## config.mk

```make
export PLATFORM = sky130hd
export DESIGN_NAME = div_shiftsub_flat
export DESIGN_NICKNAME = d
export VERILOG_FILES = /design/src/rtl/div_pkg.sv /design/src/rtl/div_shiftsub_if.sv /design/src/rtl/div_sign_fix.sv /design/src/rtl/div_shiftsub.sv /design/src/flat_wrapper.sv
export SDC_FILE = /design/constraint.sdc
export NUM_CORES = 1
export LEC_CHECK = 0
export BUFFER_PORTS_ARGS = -buffer_cell sky130_fd_sc_hd__clkbuf_2
export CAP_MARGIN = 10
export CORE_MARGIN = 4
export CORE_UTILIZATION = 50
export CTS_BUF_LIST = sky130_fd_sc_hd__clkbuf_16
export CTS_CLUSTER_SIZE = 16
export DETAILED_ROUTE_END_ITERATION = 10
export HOLD_SLACK_MARGIN = 0.03
export PLACE_DENSITY = 0.69
export REMOVE_ABC_BUFFERS = 1
export SLEW_MARGIN = 25
export SYNTH_ARGS = -nofsm -noshare
export SYNTH_HDL_FRONTEND = slang
export SYNTH_HIERARCHICAL = 1
export SYNTH_SLANG_ARGS = --single-unit
```

## constraint.sdc

```tcl
create_clock -name clk -period 3.7 [get_ports clk]
set_input_delay 0.555 -clock clk [delete_from_list [all_inputs] [get_ports clk]]
set_output_delay 0.555 -clock clk [all_outputs]
set_load 0.01 [all_outputs]
```

## src/rtl/div_pkg.sv

```systemverilog
// Shared types and constants for the divider, aligner and multiplier blocks.
package div_pkg;

    localparam int unsigned DIV_W = 32;

    // Quotient reported on divide-by-zero.
    localparam logic [DIV_W-1:0] DZ_QUOT = '1;

    typedef enum logic [1:0] {
        IDLE  = 2'd0,
        ALIGN = 2'd1,
        SUB   = 2'd2,
        FIX   = 2'd3
    } div_state_t;

endpackage : div_pkg

```

## src/rtl/div_shiftsub_if.sv

```systemverilog
// Start/done handshake, operands and HI/LO results of the divider.
interface div_shiftsub_if
    import div_pkg::*;
#(
    parameter int unsigned WIDTH = DIV_W
);

    logic             start;
    logic             sgn;
    logic [WIDTH-1:0] dvdnd;
    logic [WIDTH-1:0] dvsor;
    logic             busy;
    logic             done;
    logic             dz;
    logic [WIDTH-1:0] hi;
    logic [WIDTH-1:0] lo;

    // Issue side: drives the request, observes the result.
    modport master (
        output start, sgn, dvdnd, dvsor,
        input  busy, done, dz, hi, lo
    );

    // Divider side.
    modport slave (
        input  start, sgn, dvdnd, dvsor,
        output busy, done, dz, hi, lo
    );

endinterface : div_shiftsub_if

```

## src/rtl/div_sign_fix.sv

```systemverilog
// Conditional two's-complement negation of a value pair; used both for
// operand magnitude extraction and for result sign correction.
module div_sign_fix
    import div_pkg::*;
#(
    parameter int unsigned WIDTH = DIV_W
) (
    input  logic [WIDTH-1:0] a,
    input  logic             a_neg,
    input  logic [WIDTH-1:0] b,
    input  logic             b_neg,
    output logic [WIDTH-1:0] a_c,
    output logic [WIDTH-1:0] b_c
);

    // Negation wraps at WIDTH bits, so the most negative value maps to itself.
    assign a_c = a_neg ? -a : a;
    assign b_c = b_neg ? -b : b;

endmodule : div_sign_fix

```

## src/rtl/div_shiftsub.sv

```systemverilog
// Multi-cycle restoring shift-subtract divider for DIV/DIVU.
// The divisor is first aligned under the dividend, then subtracted back down
// to bit 0; HI gets the remainder and LO the quotient.
module div_shiftsub
    import div_pkg::*;
#(
    parameter int unsigned WIDTH = DIV_W,
    parameter int unsigned CNT_W = $clog2(WIDTH)
) (
    input  logic           clk,
    input  logic           dvrst_n,
    div_shiftsub_if.slave  bus
);

    div_state_t       state_q, state_d;
    logic [WIDTH-1:0] a_q, a_d;            // running remainder magnitude
    logic [WIDTH:0]   d_q, d_d;            // shifted divisor, one spare bit
    logic [CNT_W-1:0] k_q, k_d;            // alignment shift count
    logic [WIDTH-1:0] q_q, q_d;            // quotient magnitude
    logic             neg_quo_q, neg_quo_d;
    logic             neg_rem_q, neg_rem_d;
    logic             dz_pend_q, dz_pend_d;
    logic             busy_q, busy_d;
    logic             done_q, done_d;
    logic             dz_q, dz_d;
    logic [WIDTH-1:0] hi_q, hi_d;
    logic [WIDTH-1:0] lo_q, lo_d;

    logic [WIDTH-1:0] dvdnd_mag_c;
    logic [WIDTH-1:0] dvsor_mag_c;
    logic [WIDTH-1:0] quo_c;
    logic [WIDTH-1:0] rem_c;
    logic [WIDTH:0]   d_shl_c;

    // Operand magnitudes (only signed ops take absolute values).
    div_sign_fix #(.WIDTH(WIDTH)) u_opnd_fix (
        .a     (bus.dvdnd),
        .a_neg (bus.sgn & bus.dvdnd[WIDTH-1]),
        .b     (bus.dvsor),
        .b_neg (bus.sgn & bus.dvsor[WIDTH-1]),
        .a_c   (dvdnd_mag_c),
        .b_c   (dvsor_mag_c)
    );

    // Signed results: quotient negative on sign mismatch, remainder follows dividend.
    div_sign_fix #(.WIDTH(WIDTH)) u_res_fix (
        .a     (q_q),
        .a_neg (neg_quo_q),
        .b     (a_q),
        .b_neg (neg_rem_q),
        .a_c   (quo_c),
        .b_c   (rem_c)
    );

    assign d_shl_c = d_q << 1;

    // Next-state and datapath update.
    always_comb begin
        state_d   = state_q;
        a_d       = a_q;
        d_d       = d_q;
        k_d       = k_q;
        q_d       = q_q;
        neg_quo_d = neg_quo_q;
        neg_rem_d = neg_rem_q;
        dz_pend_d = dz_pend_q;
        busy_d    = busy_q;
        done_d    = 1'b0;
        dz_d      = dz_q;
        hi_d      = hi_q;
        lo_d      = lo_q;

        case (state_q)
            IDLE: begin
                if (bus.start) begin
                    busy_d    = 1'b1;
                    k_d       = '0;
                    q_d       = '0;
                    d_d       = {1'b0, dvsor_mag_c};
                    neg_quo_d = bus.sgn & (bus.dvdnd[WIDTH-1] ^ bus.dvsor[WIDTH-1]);
                    neg_rem_d = bus.sgn & bus.dvdnd[WIDTH-1];
                    if (bus.dvsor == '0) begin
                        // Keep the raw dividend: it is returned as HI.
                        a_d       = bus.dvdnd;
                        dz_pend_d = 1'b1;
                        state_d   = FIX;
                    end else begin
                        a_d       = dvdnd_mag_c;
                        dz_pend_d = 1'b0;
                        state_d   = ALIGN;
                    end
                end
            end
            ALIGN: begin
                if (!d_q[WIDTH-1] && (d_shl_c <= {1'b0, a_q})) begin
                    d_d = d_shl_c;
                    k_d = k_q + CNT_W'(1);
                end else begin
                    state_d = SUB;
                end
            end
            SUB: begin
                if ({1'b0, a_q} >= d_q) begin
                    a_d = a_q - d_q[WIDTH-1:0];
                    q_d = {q_q[WIDTH-2:0], 1'b1};
                end else begin
                    q_d = {q_q[WIDTH-2:0], 1'b0};
                end
                d_d = d_q >> 1;
                if (k_q == '0) begin
                    state_d = FIX;
                end else begin
                    k_d = k_q - CNT_W'(1);
                end
            end
            FIX: begin
                state_d = IDLE;
                busy_d  = 1'b0;
                done_d  = 1'b1;
                if (dz_pend_q) begin
                    lo_d = WIDTH'(DZ_QUOT);
                    hi_d = a_q;
                    dz_d = 1'b1;
                end else begin
                    lo_d = quo_c;
                    hi_d = rem_c;
                    dz_d = 1'b0;
                end
            end
            default: begin
                state_d = IDLE;
                busy_d  = 1'b0;
            end
        endcase
    end

    // State and datapath registers; reset abandons any operation in flight.
    always_ff @(posedge clk or negedge dvrst_n) begin
        if (!dvrst_n) begin
            state_q   <= IDLE;
            a_q       <= '0;
            d_q       <= '0;
            k_q       <= '0;
            q_q       <= '0;
            neg_quo_q <= 1'b0;
            neg_rem_q <= 1'b0;
            dz_pend_q <= 1'b0;
            busy_q    <= 1'b0;
            done_q    <= 1'b0;
            dz_q      <= 1'b0;
            hi_q      <= '0;
            lo_q      <= '0;
        end else begin
            state_q   <= state_d;
            a_q       <= a_d;
            d_q       <= d_d;
            k_q       <= k_d;
            q_q       <= q_d;
            neg_quo_q <= neg_quo_d;
            neg_rem_q <= neg_rem_d;
            dz_pend_q <= dz_pend_d;
            busy_q    <= busy_d;
            done_q    <= done_d;
            dz_q      <= dz_d;
            hi_q      <= hi_d;
            lo_q      <= lo_d;
        end
    end

    assign bus.busy = busy_q;
    assign bus.done = done_q;
    assign bus.dz   = dz_q;
    assign bus.hi   = hi_q;
    assign bus.lo   = lo_q;

endmodule : div_shiftsub

```

## src/flat_wrapper.sv

```systemverilog
// flat-port wrapper written by rule: the top's interface ports become plain ports
module div_shiftsub_flat import div_pkg::*;
#(
    parameter int unsigned WIDTH = DIV_W,
    parameter int unsigned CNT_W = $clog2(WIDTH)
)
  (clk, dvrst_n, bus_start, bus_sgn, bus_dvdnd, bus_dvsor, bus_busy, bus_done, bus_dz, bus_hi, bus_lo);
  div_shiftsub_if #(.WIDTH(WIDTH)) bus_i ();
  input  logic clk;
  input  logic dvrst_n;
  input wire logic [$bits(bus_i.start)-1:0] bus_start;
  input wire logic [$bits(bus_i.sgn)-1:0] bus_sgn;
  input wire logic [$bits(bus_i.dvdnd)-1:0] bus_dvdnd;
  input wire logic [$bits(bus_i.dvsor)-1:0] bus_dvsor;
  output wire logic [$bits(bus_i.busy)-1:0] bus_busy;
  output wire logic [$bits(bus_i.done)-1:0] bus_done;
  output wire logic [$bits(bus_i.dz)-1:0] bus_dz;
  output wire logic [$bits(bus_i.hi)-1:0] bus_hi;
  output wire logic [$bits(bus_i.lo)-1:0] bus_lo;
  assign bus_i.start = bus_start;
  assign bus_i.sgn = bus_sgn;
  assign bus_i.dvdnd = bus_dvdnd;
  assign bus_i.dvsor = bus_dvsor;
  assign bus_busy = bus_i.busy;
  assign bus_done = bus_i.done;
  assign bus_dz = bus_i.dz;
  assign bus_hi = bus_i.hi;
  assign bus_lo = bus_i.lo;
  div_shiftsub #(.WIDTH(WIDTH), .CNT_W(CNT_W)) u_core (.clk(clk), .dvrst_n(dvrst_n), .bus(bus_i));
endmodule
```

==> reports/results.ini <==
[sta]
finalCritPeriodShare = 0.9072
whs_ns = 0.1059
rsz0062_at_grt = no
setup_viol = 0
layout_min_cycle_time_ns = 3.357
fin_setup_tns_ns = 0
worst-slew-pin-transition_ns = 0.9625
drv_slew = 0
fin_skew_ns = 0.01231
hold_viol_final = 0
relSlewSlack = 0.3583
max_freq_mhz = 297.9

[worst_hold_path]
min_path_type = in2async

[floorplanning]
core_um2 = 26280
ioPinCount = 135
fp.dieH_um = 172.0
rows = 59
fp.dieW_um = 172.0
initial_utilization = 0.5115
die-area_um2 = 29570

[cts]
hold_buffers = 0
worst_skew_pair.late_latency_ns = 0.44
clock-sinks = 174
ctsResizeCount = 0
cts_buffers = 17
post_cts_buffers = 0
cts.path.max_buffers = 2
root_buffer = clkbuf_16
clk_pin_slew_ns = 0.09
cts_tree = built
htree_levels = 4

[grt]
grt_pass1_wl_um = 58450
gr-total-overflow = 0
grt_pass1_vias = 10850
grt_max_degree = 84
antenna_found_initial = 0
grt.total_usage = 0.2439

[routing]
dr.pass1.iters = 6
drt_wl_total_um = 36290
drtIter0Drc = 974
ant_nets = 0
viasPerCell = 5.926
wl_per_cell_um = 18.12
vias = 11870
drc = 0

[power_and_ir_drop]
clkPwrFrac = 0.134
p_seq_frac = 0.258
p_total_mw = 14.54
p_int_mw = 7.328
p_per_area_nw_per_um2 = 967.1
p_leak_nw = 6.480
irDropWorstVdd_v = 0.0005112
combPwrFrac = 0.607
swShare = 0.4961
p_sw_mw = 7.215

[critical_path]
path_cells = inv_1 -> ha_1 -> nand3_1 -> or2_1 -> a211oi_2 -> nor2_1 -> a211oi_2 -> o31ai_1 -> a221o_1 -> buf_12 -> a311o_1 -> o21ai_0
crit_required_ns = 4.06
worst_path_max_delay_cell = dfrtp_1
critPathLaunchType = flip-flop
crit_arrival_ns = 3.72
crit_top_cell = a211oi_2
critPathTopFamily = compound AO/OA/AOI/OAI gates
r2r_cells = 12
r2r-start = u_core/d_q[9]$_DFFE_PN0P_
path_max_fanout = 47
crit_type = reg2reg
regToRegEndpoint = u_core/a_q[15]$_DFFE_PN0P_
reg2reg_slack_ns = 0.34
critPathBufInv = 2
max_stage_delay_ns = 0.47
worstSetupEndpointType = flip-flop

[logic_synthesis]
synthCells = 1569
yosys_warnings = 6
yosysSeqAreaShare = 0.3239
synth_edf_count = 0
synth-seq-cells = 174
async_reset_ff_frac = 1.000
ys.flop_type = dfrtp_1
synth.avg_cell_area_um2 = 8.568
synth.distinct_cells = 68
netlist_area_um2 = 13440

[place]
place_hpwl_um = 27230
place_area_um2 = 14390
io_buffer_count = 134
gp_congestion = 0.9962

[run_status]
status = complete, no violations

[layout]
diodes = 0
post-route-util = 0.5722
syn_to_final_growth_pct = 11.87
fin_area_um2 = 15040
drive_above_1_share = 0.1421
fin_nets = 1799

[flow_run]
cap_violations = 0

-- stage by stage --
step / std cells / setup WS [ns]
detailed placement: 1971 / 0.3852
floorplan: 1480 / -1.410
CTS: 2003 / 0.3653
global route: 2003 / 0.1123
finish: 2003 / 0.3433
global placement: 1971 / 0.4401
-- power groups by stage --
stage               clock network (mW)  registers (mW)  logic (mW)
finish                            1.95            3.76        8.83
global route                      2.08            3.88        9.89
CTS                               2.00            3.74        8.78
detailed placement                   0            3.78        8.72
global placement                     0            3.73        8.61
floorplan                            0            3.62        6.27
-- synthesized netlist by cell type (all sizes together), types with 21 or more instances --
cell | instances | area, um2
inv | 89 | 334.1
a21oi | 93 | 465.5
a21o | 27 | 202.7
o41ai | 26 | 257.7
nand3 | 24 | 120.1
mux2i | 61 | 610.6
a22oi | 31 | 232.7
ha | 74 | 925.9
nand2 | 156 | 585.6
nor3 | 23 | 115.1
o31ai | 55 | 412.9
clkbuf | 68 | 275.3
dfrtp | 174 | 4354
nand4 | 27 | 181.4
xnor2 | 135 | 1182
o21ai | 145 | 725.7
o22a | 32 | 280.3
nor2 | 87 | 326.6
buf | 21 | 107.6
a22o | 31 | 271.5
-- cell usage in the layout, fill, tap and decap left out, types with 9 or more instances in the layout --
| master | netlist | routed |
|---|---|---|
| nand2_1 | 156 | 156 |
| mux2_2 | 10 | 10 |
| a21o_1 | 27 | 27 |
| o22a_1 | 32 | 32 |
| mux2i_1 | 61 | 61 |
| dfrtp_1 | 174 | 171 |
| nor2_1 | 87 | 85 |
| ha_1 | 74 | 72 |
| o31ai_1 | 55 | 55 |
| nand2b_1 | 12 | 11 |
| nand4_1 | 25 | 25 |
| nand3_1 | 24 | 24 |
| o21ai_0 | 144 | 144 |
| inv_1 | 89 | 89 |
| nor2b_1 | 16 | 16 |
| buf_4 | 5 | 19 |
| or3_1 | 16 | 16 |
| clkbuf_2 | 0 | 133 |
| xor2_1 | 9 | 9 |
| clkbuf_16 | 0 | 17 |
| nor3_1 | 23 | 23 |
| o41ai_1 | 22 | 22 |
| xnor2_1 | 135 | 135 |
| nor4_1 | 15 | 15 |
| a22o_1 | 31 | 31 |
| a22oi_1 | 31 | 31 |
| a21oi_1 | 93 | 93 |
-- cell type report --
| type | instances | area (um2) |
|---|---|---|
| Clock inverter | 15 | 217.7 |
| Clock buffer | 17 | 425.4 |
| Timing Repair Buffer | 156 | 879.6 |
| Sequential cell | 174 | 4358 |
| Multi-Input combinational cell | 1216 | 8401 |
| Inverter | 90 | 337.8 |
| Fill cell | 2393 | 11240 |
| Tap cell | 335 | 419.2 |
-- worst register-to-register path, cell delays in order, from the launching register on --
cell and delay, ns:
dfrtp_1 0.47, inv_1 0.08, ha_1 0.36, nand3_1 0.16, or2_1 0.30, a211oi_2 0.28
nor2_1 0.15, a211oi_2 0.34, o31ai_1 0.17, a221o_1 0.38, buf_12 0.19, a311o_1 0.34
o21ai_0 0.07
-- registers in the layout, indices dropped and copies added, names as in the netlist, 2 cells and up --
name,cells
u_core/bus.hi,32
u_core/state_q,2
u_core/a_q,32
u_core/d_q,33
u_core/bus.lo,32
u_core/k_q,5
u_core/q_q,32
-- per-layer routing --
metal  vias up  wire length, um  track usage
met5         -                0            0
met4         0              524      0.05947
met3        28             2175      0.03498
met2       348            15390       0.3550
met1      5602            18200       0.3811
li1       5892                -            -
-- worst max path at each step --
stage | start | to | cells after the start
2_1_floorplan | u_core/state_q[0]$_DFFE_PN0P_ | u_core/a_q[15]$_DFFE_PN0P_ | 7
3_3_place_gp | u_core/d_q[8]$_DFFE_PN0P_ | u_core/a_q[15]$_DFFE_PN0P_ | 12
3_5_place_dp | u_core/d_q[9]$_DFFE_PN0P_ | u_core/a_q[15]$_DFFE_PN0P_ | 12
4_1_cts | u_core/d_q[8]$_DFFE_PN0P_ | u_core/a_q[15]$_DFFE_PN0P_ | 12
5_1_grt | u_core/d_q[8]$_DFFE_PN0P_ | u_core/a_q[15]$_DFFE_PN0P_ | 12
6_report | u_core/d_q[9]$_DFFE_PN0P_ | u_core/a_q[15]$_DFFE_PN0P_ | 12
-- cells by family (layout without fill, tap and decap cells) --
logic type	Yosys count	in the layout	share of synthesized area
multiplexers	71	71	0.05380
flip-flops	174	174	0.3239
AND/OR/NAND/NOR	422	422	0.1531
XOR/XNOR	144	144	0.09382
adder cells (fa/ha/maj)	76	76	0.07185
buffers and inverters	179	278	0.05361
AO/OA/AOI/OAI	503	503	0.2499
No activity file was read; power rests on OpenSTA's default activity.
